==> src/rtl/pixel_write_arbiter.sv <==
// Pixel command sequencer: buffers HPS pixel/clear commands and shares a
// single-port framebuffer with the scan-out reader, which always wins the port.
module pixel_write_arbiter #(
    parameter int unsigned H_RES      = 320,
    parameter int unsigned V_RES      = 240,
    parameter int unsigned COLOR_W    = 8,
    parameter int unsigned ADDR_W     = 17,
    parameter int unsigned FIFO_DEPTH = 4
) (
    input  logic               clk_clk,
    input  logic               reset_reset_n,
    input  logic [31:0]        set_pixel_cmd,
    input  logic               clear_flags,
    output logic [31:0]        status,
    input  logic               scan_req,
    input  logic [ADDR_W-1:0]  scan_addr,
    output logic               scan_grant,
    output logic               scan_valid,
    output logic [COLOR_W-1:0] scan_rdata,
    output logic [ADDR_W-1:0]  fb_addr,
    output logic               fb_we,
    output logic [COLOR_W-1:0] fb_wdata,
    input  logic [COLOR_W-1:0] fb_rdata
);

    localparam int unsigned NPIX  = H_RES * V_RES;
    localparam int unsigned PTR_W = (FIFO_DEPTH > 1) ? $clog2(FIFO_DEPTH) : 1;
    localparam int unsigned CNT_W = PTR_W + 1;
    localparam logic [ADDR_W-1:0] LAST_ADDR = ADDR_W'(NPIX - 1);

    typedef enum logic [1:0] {S_IDLE, S_PIXEL, S_CLEAR} state_t;

    state_t             r_state, w_state_nxt;
    logic [31:0]        r_cmd_q;
    logic               r_last_tog, r_q_vld, r_armed;
    logic               r_ack, r_ovf, r_oob;
    logic [31:0]        r_fifo [FIFO_DEPTH];
    logic [PTR_W-1:0]   r_wr_ptr, r_rd_ptr;
    logic [CNT_W-1:0]   r_count;
    logic [ADDR_W-1:0]  r_addr, w_addr_nxt;
    logic [COLOR_W-1:0] r_color, w_color_nxt;
    logic               r_rd_pend, r_scan_valid;
    logic [COLOR_W-1:0] r_scan_rdata;

    logic               w_detect, w_full, w_empty, w_push, w_pop, w_oob_set, w_wr, w_busy;
    logic [31:0]        w_head;
    logic [1:0]         w_op;
    logic [8:0]         w_x;
    logic [7:0]         w_y;
    logic               w_in_bounds;
    logic [ADDR_W-1:0]  w_pix_addr;
    logic [12:0]        w_unused_bits;

    // Toggle detection is held off until cmd_q holds a real sample, so a
    // toggle level that survives reset never looks like a new command.
    assign w_detect = r_armed && (r_cmd_q[31] != r_last_tog);
    assign w_full   = (r_count == CNT_W'(FIFO_DEPTH));
    assign w_empty  = (r_count == '0);
    assign w_push   = w_detect && !w_full;

    assign w_head      = r_fifo[r_rd_ptr];
    assign w_op        = w_head[30:29];
    assign w_x         = w_head[28:20];
    assign w_y         = w_head[19:12];
    assign w_in_bounds = (32'(w_x) < H_RES) && (32'(w_y) < V_RES);
    assign w_pix_addr  = ADDR_W'(w_y) * ADDR_W'(H_RES) + ADDR_W'(w_x);
    assign w_unused_bits = {w_head[31], w_head[11:0] >> COLOR_W};

    always_ff @(posedge clk_clk or negedge reset_reset_n) begin
        if (!reset_reset_n) begin
            r_cmd_q    <= '0;
            r_last_tog <= 1'b0;
            r_q_vld    <= 1'b0;
            r_armed    <= 1'b0;
            r_ack      <= 1'b0;
            r_ovf      <= 1'b0;
            r_oob      <= 1'b0;
        end else begin
            r_cmd_q    <= set_pixel_cmd;
            r_last_tog <= r_cmd_q[31];
            r_q_vld    <= 1'b1;
            r_armed    <= r_q_vld;
            r_ack      <= r_ack ^ w_detect;
            r_ovf      <= (w_detect && w_full) || (r_ovf && !clear_flags);
            r_oob      <= w_oob_set || (r_oob && !clear_flags);
        end
    end

    // Command FIFO; a pop never frees a slot for a push in the same cycle.
    always_ff @(posedge clk_clk) begin
        if (w_push) r_fifo[r_wr_ptr] <= r_cmd_q;
    end

    always_ff @(posedge clk_clk or negedge reset_reset_n) begin
        if (!reset_reset_n) begin
            r_wr_ptr <= '0;
            r_rd_ptr <= '0;
            r_count  <= '0;
        end else begin
            if (w_push) r_wr_ptr <= r_wr_ptr + PTR_W'(1);
            if (w_pop)  r_rd_ptr <= r_rd_ptr + PTR_W'(1);
            case ({w_push, w_pop})
                2'b10:   r_count <= r_count + CNT_W'(1);
                2'b01:   r_count <= r_count - CNT_W'(1);
                default: r_count <= r_count;
            endcase
        end
    end

    always_ff @(posedge clk_clk or negedge reset_reset_n) begin
        if (!reset_reset_n) begin
            r_state <= S_IDLE;
            r_addr  <= '0;
            r_color <= '0;
        end else begin
            r_state <= w_state_nxt;
            r_addr  <= w_addr_nxt;
            r_color <= w_color_nxt;
        end
    end

    always_comb begin
        w_state_nxt = r_state;
        w_addr_nxt  = r_addr;
        w_color_nxt = r_color;
        w_pop       = 1'b0;
        w_oob_set   = 1'b0;
        w_wr        = 1'b0;
        case (r_state)
            S_IDLE: begin
                if (!w_empty) begin
                    w_pop = 1'b1;
                    if (w_op == 2'b00) begin
                        if (w_in_bounds) begin
                            w_addr_nxt  = w_pix_addr;
                            w_color_nxt = w_head[COLOR_W-1:0];
                            w_state_nxt = S_PIXEL;
                        end else begin
                            w_oob_set = 1'b1;
                        end
                    end else if (w_op == 2'b01) begin
                        w_addr_nxt  = '0;
                        w_color_nxt = w_head[COLOR_W-1:0];
                        w_state_nxt = S_CLEAR;
                    end
                end
            end
            S_PIXEL: begin
                if (!scan_req) begin
                    w_wr        = 1'b1;
                    w_state_nxt = S_IDLE;
                end
            end
            S_CLEAR: begin
                if (!scan_req) begin
                    w_wr = 1'b1;
                    if (r_addr == LAST_ADDR) w_state_nxt = S_IDLE;
                    else                     w_addr_nxt  = r_addr + ADDR_W'(1);
                end
            end
            default: w_state_nxt = S_IDLE;
        endcase
    end

    // Scan read data arrives one cycle after the RAM samples the address.
    always_ff @(posedge clk_clk or negedge reset_reset_n) begin
        if (!reset_reset_n) begin
            r_rd_pend    <= 1'b0;
            r_scan_valid <= 1'b0;
            r_scan_rdata <= '0;
        end else begin
            r_rd_pend    <= scan_req;
            r_scan_valid <= r_rd_pend;
            if (r_rd_pend) r_scan_rdata <= fb_rdata;
        end
    end

    assign w_busy     = (r_state != S_IDLE) || !w_empty;
    assign status     = {25'd0, 3'(r_count), r_ack, r_oob, r_ovf, w_busy};
    assign scan_grant = scan_req;
    assign scan_valid = r_scan_valid;
    assign scan_rdata = r_scan_rdata;
    assign fb_we      = w_wr;
    assign fb_addr    = scan_req ? scan_addr : r_addr;
    assign fb_wdata   = r_color;

endmodule

==> config.mk <==
export PLATFORM = sky130hd
export DESIGN_NAME = pixel_write_arbiter
export DESIGN_NICKNAME = d
export VERILOG_FILES = /design/src/rtl/pixel_write_arbiter.sv
export SDC_FILE = /design/constraint.sdc
export NUM_CORES = 1
export LEC_CHECK = 0
export CORE_MARGIN = 3
export CORE_UTILIZATION = 49
export DETAILED_ROUTE_END_ITERATION = 10
export PLACE_DENSITY = 0.79
export SLEW_MARGIN = 15
export SYNTH_ARGS = -nofsm -noshare
export SYNTH_HDL_FRONTEND = slang
export SYNTH_SLANG_ARGS = --single-unit
==> constraint.sdc <==
create_clock -name clk_clk -period 4.5 [get_ports clk_clk]
set_input_delay 0.45 -clock clk_clk [delete_from_list [all_inputs] [get_ports clk_clk]]
set_output_delay 0.45 -clock clk_clk [all_outputs]
set_load 0.05 [all_outputs]
==> results of run 1 <==
-- metrics by stage --
step	instance area, sq um	setup WS [ps]
floorplan	8220	164
global placement	9220	761
detailed placement	9220	704
CTS	9800	664
global route	9800	331
finish	9800	688
-- kinds of logic (layout without fill, tap and decap cells) --
logic type               count (synthesis)  in the layout
buffers and inverters                   71            161
adder cells (fa/ha/maj)                 27             27
AO/OA/AOI/OAI                           89             89
XOR/XNOR                                20             20
multiplexers                            54             54
AND/OR/NAND/NOR                        103            103
flip-flops                             186            186
other                                    2             26
-- layer usage --
metal,GRT usage (%),up-vias
li1,-,2199
met1,23.6,2352
met2,29.4,182
met3,4.28,22
met4,5.83,0
met5,0,-
-- cell usage after synthesis, types with 8 or more instances --
master and count:
o21ai_1 13, nor2_1 22, mux4_2 26, buf_4 30, clkbuf_1 11, nand2_1 33, xnor2_1 12, o21ai_0 16
inv_1 22, ha_1 24, edfxtp_1 108, nand3_1 12, mux2_2 26, a21oi_1 23, xor2_1 8, dfrtp_1 78
-- worst max-delay path, cell delays in order, from the launching register on --
cell       delay (ps)
dfrtp_2           570
mux4_2            610
ha_1              310
ha_1              240
fa_1              420
xor2_1            260
nand4_1           190
a211oi_1          440
o21ai_0           160
a2bb2oi_1         160
xor2_1            140
o311ai_1          220
-- state kept, by name (all words and copies together) (netlist names) --
register and count:
r_q_vld 1, r_count 3, r_ovf 1, r_addr 17, r_last_tog 1, r_wr_ptr 2, r_rd_pend 1, r_state 2
r_ack 1, fb_wdata 8, scan_valid 1, r_fifo 108, r_armed 1, scan_rdata 8, r_rd_ptr 2, r_oob 1
r_cmd_q 28
-- layout make-up --
type	instances	area share [%]
clock buffers	22	5.06
flip-flops and latches	186	53.0
well taps	216	2.76
repair buffers	107	10.7
inverters	22	0.843
multi-input cells	319	26.8
clock inverters	10	0.830
-- where the power goes --
part | total (mW) | leakage (nW) | switching, mW | internal [mW]
clock network | 1.41 | 0.289 | 0.619 | 0.794
logic | 3.33 | 1.49 | 1.94 | 1.39
registers | 2.28 | 1.92 | 0.193 | 2.09
-- worst paths after layout --
check	to	from	slack [ps]	cells after the start
hold / removal	r_cmd_q[1]$_DFF_PN0_	reset_reset_n	200	1
min in group clk_clk	r_armed$_DFF_PN0_	r_q_vld$_DFF_PN0_	370	0
hold reg to reg	r_armed$_DFF_PN0_	r_q_vld$_DFF_PN0_	370	0
max in group asynchronous	r_rd_ptr[0]$_DFFE_PN0P_	reset_reset_n	3600	1
setup reg to reg	r_addr[14]$_DFFE_PN0P_	r_rd_ptr[0]$_DFFE_PN0P_	690	11
setup / recovery	r_addr[14]$_DFFE_PN0P_	r_rd_ptr[0]$_DFFE_PN0P_	690	11
==> results by group, run 1 <==
Outcome
  • Status: finished clean

Die
  • Initial Util: 50.6%
  • Height of the die: 135 microns
  • Core area: 0.0161 sq mm
  • Total die area: 0.0182 sq mm
  • Row cnt: 46
  • IO Count: 129
  • Die Wd: 135 microns

Worst setup path
  • Crit path kind: flop to flop
  • Worst path required time: 4820 ps
  • CP Launch Type: flop
  • Critical path data arrival time: 4140 ps
  • CP Capture Type: flop
  • Crit Path Max Fanout: 10

Global routing
  • Largest net degree at the start of global routing: 79
  • Gr usage total: 17.8%
  • Initial antenna violation count: 0
  • Via count of the first global-routing pass: 4,878
  • First-pass GRT wire length: 25.3 mm
  • Gr ovfl total: 0

Finish
  • Area occupied by multi-input gates: 0.00263 sq mm
  • Growth of design area from synthesis to finish: 20.6%
  • Post-Layout Cell Count: 882
  • Fin util: 61.0%
  • Register area: 0.00520 sq mm
  • # fillers: 1,151
  • Most frequent cells in the layout: 108 x edfxtp_1, 98 x clkdlybuf4s50_1, 77 x dfrtp_1
  • Layout cells sized above 1: 14.9%
  • NumNets Final: 741
  • Commonest non-fill, non-tap cell in the layout: edfxtp_1
  • Diode count: 0

Synth
  • Post-synthesis register bit count: 186
  • Syn avg cell area: 14.7 sq um
  • Main combinational cell family by area after synthesis: multiplexers
  • Largest cells by area after synthesis: edfxtp_1 40%, dfrtp_1 24%, mux4_2 7.2%
  • XOR/XNOR Fraction of Synth Area: 2.16%
  • Mux share of post-synthesis cell area: 11.3%
  • Post-synth top area share: 39.9%
  • Area fraction in compound gates after synthesis: 6.88%
  • Synth area leader: edfxtp_1
  • EDFF count, synth: 108
  • Mapped Area: 0.00813 sq mm
  • Ys Warns: 0
  • Post-Synth Adder-Cell Area: 4.43%
  • Async S/R FF share, synth: 41.9%
  • Simple-Gate Fraction of Synth Area: 6.37%
  • Post-synthesis sequential area ratio: 63.9%
  • Post-Syn Instances: 552
  • Yosys cell types: 60
  • Post-synth top flop: edfxtp_1

Detailed routing
  • Initial DRC Count: 433
  • WL met3: 991 microns
  • Via count: 4,755
  • Post-Route M1 WL: 6.44 mm
  • Highest Signal Layer: met4
  • Routed vias/inst: 5.39
  • DRC viols: 0
  • Drt total wl: 15.3 mm
  • Wirelength per Cell: 17.4 microns
  • Met2 Wirelength: 7.66 mm
  • Drt first pass iters: 4
  • Antenna viol nets, final: 0

Clock network
  • Clk root buf: clkbuf_16
  • Post-CTS Hold Fix Bufs: 0
  • CTS buffer count: 17
  • Clk pin slew, worst setup/hold paths: 70 ps
  • CTS sink count: 186
  • Clk buf depth: 2
  • Htree depth: 4
  • Worst-skew pair later-pin latency: 420 ps
  • Setup Fix Bufs, Post-CTS: 0
  • Resized Gates After CTS: 0
  • CTS tree: done

STA
  • Clock skew: 13.9 ps
  • Least-Margin Pin Slew: 1160 ps
  • Final period util: 84.7%
  • Final Setup Violations: 0
  • Final hold violations: 0
  • Minimum clock period: 3810 ps
  • Pins Over Slew Limit: 0
  • Peak Freq: 0.262 GHz
  • Worst hold slack: 201 ps
  • Normalized max-slew margin: 22.1%
  • Fin Setup TNS: 0 ps
  • RSZ-0062 raised after global routing: no

Power
  • Total power: 7.02 mW
  • Peak supply drop: 0.372 mV
  • PwrDens: 717 mW/mm^2
  • Leak: 3.70 nW

Hold path
  • Kind of path behind the tightest hold check: primary input to asynchronous set/reset pin

Placed design
  • GP Congestion: 0.854
  • HPWL Detailed: 10.3 mm
  • Post-placement cell count: 850
  • Number of port buffers: 99

Job
  • MaxCap Viol Count: 0
Note: power is estimated with default switching activity, not from simulation.
==> inputs of run 2 (changes only) <==
CORE_UTILIZATION = 54   (was 49)
PLACE_DENSITY = 0.82   (was 0.79)
clock period = 3.6 ns   (was 4.5 ns; I/O delays follow)
==> results by group, run 2 (synthesis results as in run 1) <==
Power
  • PwrDens: 933 mW/mm^2
  • Leak: 3.79 nW
  • Peak supply drop: 0.477 mV
  • Total power: 9.32 mW

Worst setup path
  • Worst path required time: 3980 ps
  • WP buf/inv: 2
  • Critical path data arrival time: 3930 ps
  • Critical Path, Cell by Cell: buf_4, buf_4, mux4_2, ha_1, ha_1, nand3_1, and2_1, o21ai_0, xor2_1, nand3_1, a211oi_1, a221o_1
  • Crit path kind: flop to flop
  • Crit path max-delay family: compound AO/OA/AOI/OAI gates
  • Slowest CP cell: mux4_2
  • CP Launch Type: flop
  • CP Capture Type: flop
  • Crit Path Max Fanout: 7
  • Critical path's largest stage delay: 540 ps

Placed design
  • Place WS: 117 ps
  • Dpl cell area: 0.00926 sq mm
  • Number of port buffers: 99
  • HPWL Detailed: 10.4 mm
  • GP Congestion: 0.839

Finish
  • Layout cells sized above 1: 18.9%
  • Biggest register: r_fifo
  • NumNets Final: 758
  • Leading registers by flop count: r_fifo (108), r_cmd_q (28), r_addr (17)
  • Commonest non-fill, non-tap cell in the layout: edfxtp_1
  • Fin util: 68.2%
  • Max reg flops: 108
  • Diode count: 0
  • Most frequent cells in the layout: 108 x edfxtp_1, 98 x clkdlybuf4s50_1, 77 x dfrtp_1
  • Growth of design area from synthesis to finish: 23.0%
  • # fillers: 968
  • Design Area, Final: 0.00999 sq mm

STA
  • Final period util: 98.8%
  • Final worst slack: 44.2 ps
  • Peak Freq: 0.281 GHz
  • Final Setup Violations: 0
  • Final hold violations: 0
  • Minimum clock period: 3560 ps
  • Pins Over Slew Limit: 0
  • Worst hold slack: 91.8 ps
  • Least-Margin Pin Slew: 998 ps
  • Normalized max-slew margin: 33.4%
  • Clock skew: 7.56 ps
  • RSZ-0062 raised after global routing: yes

Clock network
  • Worst-skew pair later-pin latency: 440 ps
  • Clk root buf: clkbuf_16
  • Clk buf depth: 2
  • CTS sink count: 186
  • CTS buffer count: 17
  • CTS tree: done
  • Clk pin slew, worst setup/hold paths: 70 ps
  • Htree depth: 4

Detailed routing
  • Routed vias/inst: 5.64
  • Initial DRC Count: 383
  • Antenna viol nets, final: 0
  • Drt first pass iters: 4
  • Wirelength per Cell: 18.7 microns
  • Drt total wl: 16.2 mm
  • Via count: 4,889
  • DRC viols: 0

Die
  • Height of the die: 129 microns
  • IO Count: 129
  • Row cnt: 44
  • Core area: 0.0146 sq mm
  • Total die area: 0.0166 sq mm
  • Die Wd: 129 microns
  • Initial Util: 55.5%

Global routing
  • First-pass GRT wire length: 25.2 mm
  • Gr ovfl total: 0
  • Largest net degree at the start of global routing: 79
  • Gr usage total: 19.9%
  • Via count of the first global-routing pass: 4,874
  • Initial antenna violation count: 0

Hold path
  • Kind of path behind the tightest hold check: primary input to asynchronous set/reset pin

Job
  • MaxCap Viol Count: 0

Outcome
  • Status: finished clean
[run 2: changes by cell type in the layout (fill, tap and decap cells not counted), sizes merged]
| cell | delta |
|---|---|
| buf | +17 |
| inv | +5 |
| clkbuf | -4 |
| clkinv | -3 |
| bufinv | +1 |
| clkinvlp | +1 |
[run 2: where the power goes]
part / leakage [nW] / switching (mW) / total, mW / internal [mW]
combinational: 1.58 / 2.59 / 4.61 / 2.03
sequential: 1.92 / 0.246 / 2.85 / 2.61
clock: 0.290 / 0.850 / 1.85 / 1.00
total: 3.79 / 3.68 / 9.32 / 5.64
[run 2: per-layer routing]
metal,up-vias,track usage (%),part of all wire (%)
met5,-,0,0
met1,2432,26.3,42
met4,0,6.18,1.6
met3,21,4.44,5.4
li1,2249,-,-
met2,187,33.3,51
[run 2: metrics by stage]
stage,TNS (ps),instances
after global placement,0,826
after CTS,0,858
after detailed placement,0,826
final,0,867
after floorplan,0,576
after global routing,-240,867
[run 2: worst paths after layout]
path,end,slack (ps),start,cells after the start
setup reg to reg,r_addr[16]$_DFFE_PN0P_,40,r_rd_ptr[0]$_DFFE_PN0P_,12
max in group asynchronous,r_rd_ptr[0]$_DFFE_PN0P_,2830,reset_reset_n,1
hold / removal,r_cmd_q[26]$_DFF_PN0_,90,reset_reset_n,1
hold reg to reg,r_armed$_DFF_PN0_,350,r_q_vld$_DFF_PN0_,0
setup / recovery,r_addr[16]$_DFFE_PN0P_,40,r_rd_ptr[0]$_DFFE_PN0P_,12
min in group clk_clk,r_armed$_DFF_PN0_,350,r_q_vld$_DFF_PN0_,0
[run 2: timing repair]
item                       CTS  global route
hold buffers                 0             0
buffers inserted             0             9
resized for setup            0            15
setup endpoints to repair    0             4
[run 2: area by class of cell]
cell class                      instances  area (sq um)  area share, %
Multi-Input combinational cell        319          2700           27.1
Clock inverter                         14           149           1.49
Tap cell                              184           230           2.30
Inverter                               22          82.6          0.826
Sequential cell                       186          5200           52.0
Timing Repair Buffer                  124          1190           11.9
Clock buffer                           18           439           4.40
